## src/rtl/sys_ctrl_pkg.sv

```systemverilog
// Shared definitions for the UART system controllers: command bytes,
// ALU operand addresses and the RX frame-decoder state encoding.
package sys_ctrl_pkg;

  localparam logic [7:0] CMD_REG_WR  = 8'hAA;
  localparam logic [7:0] CMD_REG_RD  = 8'hBB;
  localparam logic [7:0] CMD_ALU_OP  = 8'hCC;
  localparam logic [7:0] CMD_ALU_NOP = 8'hDD;

  localparam int OPA_ADDR = 0;
  localparam int OPB_ADDR = 1;

  typedef enum logic [3:0] {
    ST_IDLE,
    ST_WR_ADDR,
    ST_WR_DATA,
    ST_RD_ADDR,
    ST_RD_WAIT,
    ST_OPA,
    ST_OPB,
    ST_FUN,
    ST_ALU_WAIT
  } rx_state_e;

  // The ALU clock must run from the first operand byte until the result returns.
  function automatic logic alu_clk_needed(rx_state_e s);
    return (s == ST_OPA) || (s == ST_OPB) || (s == ST_FUN) || (s == ST_ALU_WAIT);
  endfunction

endpackage

```

## src/rtl/sys_rx_ctrl.sv

```systemverilog
// UART RX-side system controller: decodes command frames into register-file
// and ALU requests, and hands read data / ALU results to the TX controller.
module sys_rx_ctrl
  import sys_ctrl_pkg::*;
#(
  parameter int DATA_WIDTH    = 8,
  parameter int ADDR_WIDTH    = 4,
  parameter int ALU_FUN_WIDTH = 4
) (
  input  logic                    clk,
  input  logic                    rst,
  input  logic [DATA_WIDTH-1:0]   rx_data_in,
  input  logic                    rx_data_valid,
  input  logic [DATA_WIDTH-1:0]   rd_data,
  input  logic                    rd_data_valid,
  input  logic [2*DATA_WIDTH-1:0] alu_out,
  input  logic                    alu_out_valid,
  output logic                    wr_en,
  output logic                    rd_en,
  output logic [ADDR_WIDTH-1:0]   address,
  output logic [DATA_WIDTH-1:0]   wr_data,
  output logic                    alu_en,
  output logic [ALU_FUN_WIDTH-1:0] alu_fun,
  output logic                    clk_gate_en,
  output logic                    tx_reg_send,
  output logic                    tx_alu_send,
  output logic [DATA_WIDTH-1:0]   reg_data_tx,
  output logic [2*DATA_WIDTH-1:0] alu_data_tx
);

  rx_state_e                state_q, state_d;
  logic                     wr_en_q, wr_en_d;
  logic                     rd_en_q, rd_en_d;
  logic [ADDR_WIDTH-1:0]    address_q, address_d;
  logic [DATA_WIDTH-1:0]    wr_data_q, wr_data_d;
  logic                     alu_en_q, alu_en_d;
  logic [ALU_FUN_WIDTH-1:0] alu_fun_q, alu_fun_d;
  logic                     clk_gate_en_q, clk_gate_en_d;
  logic                     tx_reg_send_q, tx_reg_send_d;
  logic                     tx_alu_send_q, tx_alu_send_d;
  logic [DATA_WIDTH-1:0]    reg_data_tx_q, reg_data_tx_d;
  logic [2*DATA_WIDTH-1:0]  alu_data_tx_q, alu_data_tx_d;

  always_comb begin
    state_d       = state_q;
    wr_en_d       = 1'b0;
    rd_en_d       = 1'b0;
    alu_en_d      = 1'b0;
    tx_reg_send_d = 1'b0;
    tx_alu_send_d = 1'b0;
    address_d     = address_q;
    wr_data_d     = wr_data_q;
    alu_fun_d     = alu_fun_q;
    reg_data_tx_d = reg_data_tx_q;
    alu_data_tx_d = alu_data_tx_q;

    case (state_q)
      ST_IDLE: begin
        if (rx_data_valid) begin
          if (rx_data_in == DATA_WIDTH'(CMD_REG_WR))       state_d = ST_WR_ADDR;
          else if (rx_data_in == DATA_WIDTH'(CMD_REG_RD))  state_d = ST_RD_ADDR;
          else if (rx_data_in == DATA_WIDTH'(CMD_ALU_OP))  state_d = ST_OPA;
          else if (rx_data_in == DATA_WIDTH'(CMD_ALU_NOP)) state_d = ST_FUN;
        end
      end
      ST_WR_ADDR: begin
        if (rx_data_valid) begin
          address_d = rx_data_in[ADDR_WIDTH-1:0];
          state_d   = ST_WR_DATA;
        end
      end
      ST_WR_DATA: begin
        if (rx_data_valid) begin
          wr_data_d = rx_data_in;
          wr_en_d   = 1'b1;
          state_d   = ST_IDLE;
        end
      end
      ST_RD_ADDR: begin
        if (rx_data_valid) begin
          address_d = rx_data_in[ADDR_WIDTH-1:0];
          rd_en_d   = 1'b1;
          state_d   = ST_RD_WAIT;
        end
      end
      ST_RD_WAIT: begin
        // Incoming bytes are discarded here; only the read response moves on.
        if (rd_data_valid) begin
          reg_data_tx_d = rd_data;
          tx_reg_send_d = 1'b1;
          state_d       = ST_IDLE;
        end
      end
      ST_OPA: begin
        if (rx_data_valid) begin
          address_d = ADDR_WIDTH'(OPA_ADDR);
          wr_data_d = rx_data_in;
          wr_en_d   = 1'b1;
          state_d   = ST_OPB;
        end
      end
      ST_OPB: begin
        if (rx_data_valid) begin
          address_d = ADDR_WIDTH'(OPB_ADDR);
          wr_data_d = rx_data_in;
          wr_en_d   = 1'b1;
          state_d   = ST_FUN;
        end
      end
      ST_FUN: begin
        if (rx_data_valid) begin
          alu_fun_d = rx_data_in[ALU_FUN_WIDTH-1:0];
          alu_en_d  = 1'b1;
          state_d   = ST_ALU_WAIT;
        end
      end
      ST_ALU_WAIT: begin
        if (alu_out_valid) begin
          alu_data_tx_d = alu_out;
          tx_alu_send_d = 1'b1;
          state_d       = ST_IDLE;
        end
      end
      default: state_d = ST_IDLE;
    endcase

    // Registered from the next state so the gate enable is glitch-free yet
    // still tracks the current state cycle for cycle.
    clk_gate_en_d = alu_clk_needed(state_d);
  end

  always_ff @(posedge clk or negedge rst) begin
    if (!rst) begin
      state_q       <= ST_IDLE;
      wr_en_q       <= 1'b0;
      rd_en_q       <= 1'b0;
      address_q     <= '0;
      wr_data_q     <= '0;
      alu_en_q      <= 1'b0;
      alu_fun_q     <= '0;
      clk_gate_en_q <= 1'b0;
      tx_reg_send_q <= 1'b0;
      tx_alu_send_q <= 1'b0;
      reg_data_tx_q <= '0;
      alu_data_tx_q <= '0;
    end else begin
      state_q       <= state_d;
      wr_en_q       <= wr_en_d;
      rd_en_q       <= rd_en_d;
      address_q     <= address_d;
      wr_data_q     <= wr_data_d;
      alu_en_q      <= alu_en_d;
      alu_fun_q     <= alu_fun_d;
      clk_gate_en_q <= clk_gate_en_d;
      tx_reg_send_q <= tx_reg_send_d;
      tx_alu_send_q <= tx_alu_send_d;
      reg_data_tx_q <= reg_data_tx_d;
      alu_data_tx_q <= alu_data_tx_d;
    end
  end

  assign wr_en       = wr_en_q;
  assign rd_en       = rd_en_q;
  assign address     = address_q;
  assign wr_data     = wr_data_q;
  assign alu_en      = alu_en_q;
  assign alu_fun     = alu_fun_q;
  assign clk_gate_en = clk_gate_en_q;
  assign tx_reg_send = tx_reg_send_q;
  assign tx_alu_send = tx_alu_send_q;
  assign reg_data_tx = reg_data_tx_q;
  assign alu_data_tx = alu_data_tx_q;

endmodule

```

## config.mk

```make
export PLATFORM = sky130hd
export DESIGN_NAME = sys_rx_ctrl
export DESIGN_NICKNAME = d
export VERILOG_FILES = /design/src/rtl/sys_ctrl_pkg.sv /design/src/rtl/sys_rx_ctrl.sv
export SDC_FILE = /design/constraint.sdc
export NUM_CORES = 1
export LEC_CHECK = 0
export CORE_MARGIN = 1.5
export CORE_UTILIZATION = 47
export DETAILED_ROUTE_END_ITERATION = 16
export PLACE_DENSITY = 0.85
export SETUP_SLACK_MARGIN = 0.1
export SYNTH_ARGS = -nofsm -noshare
export SYNTH_HDL_FRONTEND = slang
export SYNTH_SLANG_ARGS = --single-unit
```

## constraint.sdc

```tcl
create_clock -name clk -period 3.9 [get_ports clk]
set_clock_uncertainty 0.05 [all_clocks]
set_input_delay 0.78 -clock clk [delete_from_list [all_inputs] [get_ports clk]]
set_output_delay 0.78 -clock clk [all_outputs]
set_load 0.03 [all_outputs]
```

==> reports/summary.txt, run 1 <==
status = finished, final reports clean
Storage cell area = 1250 um^2
Simple-Gate Fraction of Synth Area = 10.1%
RSZ-0062 raised after global routing = false
clock slew seen by the registers of the worst setup and hold paths = 0.10 ns
initial antenna violation count = 0
number of flops mapped to enable cells by yosys = 0
grt ovf = 0
fraction of layout cells with a size suffix above 1 = 18.4%
type of the worst setup path = reg2out
Overall Power = 1.65 mW
CTS Hold Buffers Added = 0
commonest cells after routing, fill and taps aside = 81 x clkdlybuf4s50_1, 50 x dfrtp_1, 17 x mux2_4
root buf cell = clkbuf_8
worst reg-to-reg path cell count = 3
antenna viol nets, final = 0
IO Port Bufs = 82
Syn Inst Count = 150
drt wl/cell = 15.3 um
CTS tree = built
Post-Synth Adder-Cell Area = 0%
Top Ports = 83
worst hold margin = 0.447 ns
Max-Cap Viols = 0
Mapped Nets = 187
sequential-to-total area share from yosys stat = 57.3%
WP data arrival = 1.37 ns
#FFs+latches synth = 50
VDD IR max = 0.235 mV
commonest non-fill, non-tap cell in the layout = clkdlybuf4s50_1
Gate power share = 36.4%
CP required = 3.07 ns
synth unique cells = 34
DRT Pass-1 Iters = 4
Max Slew Vio Count = 0
Worst Path Buf+Inv = 1
number of global-route vias before repair = 1465
sequence of cells on the critical path = clkdlybuf4s50_1
mux share of post-synthesis cell area = 23.5%
CP max-delay cell = clkdlybuf4s50_1
Avg Inst Size Synth = 14.6 um^2
Setup crit end = alu_fun[2]
LEAKAGE = 1.49 nW
Vias/cell = 5.15
post-synthesis compound-gate area fraction = 5.67%
worst skew pair latency = 0.30 ns
Mapped Area = 2180 um^2
# diodes = 0
R2R Path End = alu_data_tx[13]
DP Worst Slack = 1.45 ns
layout net count = 270
DRT iter0 DRCs = 81
Peak Freq = 0.454 GHz
Vias = 1474
final routed DRC violation total = 0
Synth Area in XOR/XNOR = 0.802%
Starting Density = 49.5%
P&R area growth vs syn = 43.6%
CP Launch Point = alu_fun[2]
Critical Path End Type = primary output
Num CTS Buffers = 5
CTS Buffer Depth = 2
multi-input logic area = 876 um^2
R2R setup slack = 1.88 ns
Final GP Congestion = 0.869
internal power = 1.11 mW
Flop pwr share = 41.2%
final hold vios = 0
Total GRT Usage = 18.3%
worst setup margin = 1.70 ns
Slew @ Worst Pin = 1.05 ns
row count = 24
switching share of total power = 32.9%
Sw Pwr = 0.544 mW
first-pass GRT wire length = 7300 um
Filler Cells Inserted = 311
DP Wirelength = 3250 um
kind of cell adding the most delay to the critical path = buffers and inverters
Slew Limit Headroom = 29.8%
crit path time final = 2.20 ns
die area = 5060 um^2
R2R Path Start = state_q[1]
Min-Delay Path Class = reg2reg
final setup fails = 0
largest net degree at the start of global routing = 51
Die W = 71.2 um
Crit Path Max Fanout = 2
clock network fraction of total power = 22.4%
largest family of logic cells by synthesized area = multiplexers
clock sinks = 50
Primary FF master, synth = dfrtp_1
DIE HEIGHT = 71.2 um
Startpoint Class = flop
H-tree Lvls = 2
Synthesis Warnings = 0
post-CTS sizing = 0
final worst path period share = 56.5%
Fin Setup TNS = 0 ns
Synth async-reset ratio = 100%
instance count on the critical path = 1
Post-CTS Setup Inserts = 0
Core Area = 4410 um^2
final wirelength = 4360 um
Max stage delay on crit path = 0.68 ns
PD cells = 528 nW/um^2
## area by class of cell
type	count	share of cell area [%]
clock inverters	3	1.52
clock buffers	5	2.19
inverters	3	0.359
repair buffers	82	26.0
well taps	52	2.08
flip-flops and latches	50	39.9
multi-input cells	91	27.9
## sequential cells by signal, summed over array words and instances (netlist names)
name	cells
address	4
alu_data_tx	16
alu_en	1
alu_fun	4
clk_gate_en	1
rd_en	1
reg_data_tx	8
state_q	4
tx_alu_send	1
tx_reg_send	1
wr_data	8
wr_en	1
## kinds of logic after synthesis
kind of cell           Yosys count
flip-flops                      50
AND/OR/NAND/NOR                 32
AO/OA/AOI/OAI                   17
XOR/XNOR                         2
buffers and inverters            9
multiplexers                    40
## power by group through the flow
| stage | logic (mW) | registers, mW | clock network, mW |
|---|---|---|---|
| final | 0.602 | 0.682 | 0.370 |
| after global placement | 0.594 | 0.686 | 0 |
| after CTS | 0.607 | 0.683 | 0.378 |
| after global routing | 0.633 | 0.695 | 0.401 |
| after floorplan | 0.185 | 0.850 | 0 |
| after detailed placement | 0.606 | 0.693 | 0 |
## synth_stat cells, types with 2 or more instances
library cell / n / area share (%)
dfrtp_1: 50 / 57
mux2_4: 17 / 12
mux2_1: 11 / 5.7
mux2_2: 11 / 5.7
nand2b_1: 8 / 2.3
a21oi_1: 6 / 1.4
nor2_1: 4 / 0.69
nor2b_1: 4 / 1.1
a21o_1: 3 / 1.0
buf_2: 3 / 0.69
inv_1: 3 / 0.52
nand2_1: 3 / 0.52
buf_6: 2 / 1.0
nand3_2: 2 / 0.92
nand4b_1: 2 / 0.80
nand4bb_1: 2 / 1.0
o22ai_1: 2 / 0.57
## per-layer routing
metal  vias to the layer above  share of wire [%]  track usage [%]
met5                         -                  0                0
met4                         0               0.85             4.40
met3                         4                9.6             7.41
met2                        74                 46             28.2
met1                       700                 44             24.4
li1                        696                  -                -
## worst min-delay path by stage
stage / startpoint / endpoint / slack, ns / cells after the start
6_report: address[1] / address[1] / 0.45 / 1
3_5_place_dp: address[1] / address[1] / 0.43 / 1
4_1_cts: address[1] / address[1] / 0.45 / 1
3_3_place_gp: address[3] / address[3] / 0.42 / 1
5_1_grt: reg_data_tx[5] / reg_data_tx[5] / 0.48 / 1
2_1_floorplan: rst / address[0] / 0.43 / 0
## through the flow
stage | cell area [um^2] | cells | util [%]
floorplan | 2180 | 150 | -
global placement | 3020 | 278 | 68.4
detailed placement | 3020 | 278 | 68.4
CTS | 3140 | 286 | 71.0
global route | 3140 | 286 | 71.0
finish | 3140 | 286 | 71.0
No activity file was read; power rests on OpenSTA's default activity.
==> run 2, diff against run 1 <==
Settings changed: CORE_UTILIZATION 47 to 39, PLACE_DENSITY 0.85 to 0.75.
Clock period 3.9 ns to 1.9 ns, I/O delays scaled along.
==> run 2 against run 1 <==
Non-clock buffer count up 14; combinational power up 110%; flip-flop and latch count is the same; largest cell class unchanged; largest power group unchanged.
==> reports/summary.txt, run 2 (same netlist as run 1, synthesis figures left out) <==
status = finished, final reports clean
R2R Path Start = state_q[1]
crit path time final = 1.77 ns
worst skew pair latency = 0.30 ns
Peak Freq = 0.566 GHz
WP data arrival = 1.34 ns
grt ovf = 0
layout net count = 284
R2R Path End = clk_gate_en
LEAKAGE = 1.93 nW
R2R setup slack = 0.26 ns
final setup fails = 0
CP required = 1.47 ns
antenna viol nets, final = 0
Final GP Congestion = 0.911
Slew Limit Headroom = 71.4%
Vias/cell = 4.82
instance count on the critical path = 1
max FFs per register = 16
Vias = 1543
initial antenna violation count = 0
Worst Path Buf+Inv = 1
Min-Delay Path Class = reg2reg
Max Slew Vio Count = 0
final wirelength = 4530 um
Setup crit end = clk_gate_en
type of the worst setup path = reg2out
PD cells = 1010 nW/um^2
Total GRT Usage = 15.7%
VDD IR max = 0.520 mV
Startpoint Class = flop
DIE HEIGHT = 77.8 um
DRT Pass-1 Iters = 4
Non-Filler Instances = 320
final routed DRC violation total = 0
hold depth = 1
RSZ-0062 raised after global routing = false
commonest cells after routing, fill and taps aside = 54 x clkdlybuf4s50_1, 50 x dfrtp_1, 26 x dlymetal6s2s_1
first-pass GRT wire length = 7290 um
CP max-delay cell = clkdlybuf4s50_1
sequence of cells on the critical path = clkdlybuf4s50_1
CTS tree = built
commonest non-fill, non-tap cell in the layout = clkdlybuf4s50_1
Fin Setup TNS = 0 ns
worst reg-to-reg path cell count = 4
number of global-route vias before repair = 1545
H-tree Lvls = 2
largest net degree at the start of global routing = 34
fraction of layout cells with a size suffix above 1 = 21.8%
Top Ports = 83
Die W = 77.8 um
final worst path period share = 92.9%
Critical Path End Type = primary output
Starting Density = 40.1%
clock sinks = 50
DP Wirelength = 3290 um
CP Launch Point = clk_gate_en
Crit Path Max Fanout = 1
die area = 6060 um^2
P&R area growth vs syn = 53.9%
# diodes = 0
CTS Buffer Depth = 2
Core Area = 5440 um^2
clock slew seen by the registers of the worst setup and hold paths = 0.09 ns
row count = 27
root buf cell = clkbuf_8
drt wl/cell = 14.1 um
Max stage delay on crit path = 0.68 ns
final hold vios = 0
Slew @ Worst Pin = 0.429 ns
placed cells = 311
Num CTS Buffers = 5
Max-Cap Viols = 0
DRT iter0 DRCs = 74
IO Port Bufs = 82
kind of cell adding the most delay to the critical path = buffers and inverters
-- run 2: stage by stage --
| step | hold slack, ns | instance area (um^2) | setup slack, ns | util, % | total power [mW] |
|---|---|---|---|---|---|
| 2_1_floorplan | 0.0344 | 2180 | 0.406 | - | 2.12 |
| 3_3_place_gp | 0.306 | 3180 | 0.0128 | 58.5 | 2.69 |
| 3_5_place_dp | 0.292 | 3180 | -0.0495 | 58.5 | 2.71 |
| 4_1_cts | 0.450 | 3290 | 0.100 | 60.6 | 3.46 |
| 5_1_grt | 0.469 | 3360 | 0.100 | 61.8 | 3.55 |
| 6_report | 0.446 | 3360 | 0.134 | 61.8 | 3.39 |
-- run 2: how the worst min path moves through the flow --
stage	startpoint	end	slack, ns
2_1_floorplan	rst	address[0]	0.03
3_3_place_gp	rst	reg_data_tx[5]	0.31
3_5_place_dp	rst	reg_data_tx[5]	0.29
4_1_cts	address[2]	address[2]	0.45
5_1_grt	reg_data_tx[6]	reg_data_tx[6]	0.47
6_report	address[2]	address[2]	0.45
-- run 2: report_power, final --
part | internal, mW | switching [mW] | leakage, nW
clock network | 0.394 | 0.346 | 0.0524
registers | 1.26 | 0.116 | 0.658
logic | 0.645 | 0.635 | 1.22
-- run 2: layer usage --
layer  GRT usage [%]  wire length (um)
met5               0                 0
met4            6.55                74
met3            4.59               310
met2            25.0              2240
met1            19.8              1900
-- run 2: cell type report --
cell class,instances,area [um^2]
multi-input cells,91,876
inverters,3,11.3
clock inverters,1,30.0
fillers,436,2080
flip-flops and latches,50,1250
clock buffers,7,76.3
well taps,72,90.1
repair buffers,96,1020
-- run 2: what timing repair did --
item / in CTS / in global routing
buffers inserted: 0 / 0
gates cloned: 0 / 0
hold buffers: 1 / 0
endpoints found under the setup margin: 1 / 26
hold endpoints to repair: 17 / 0
resized for setup: 1 / 26
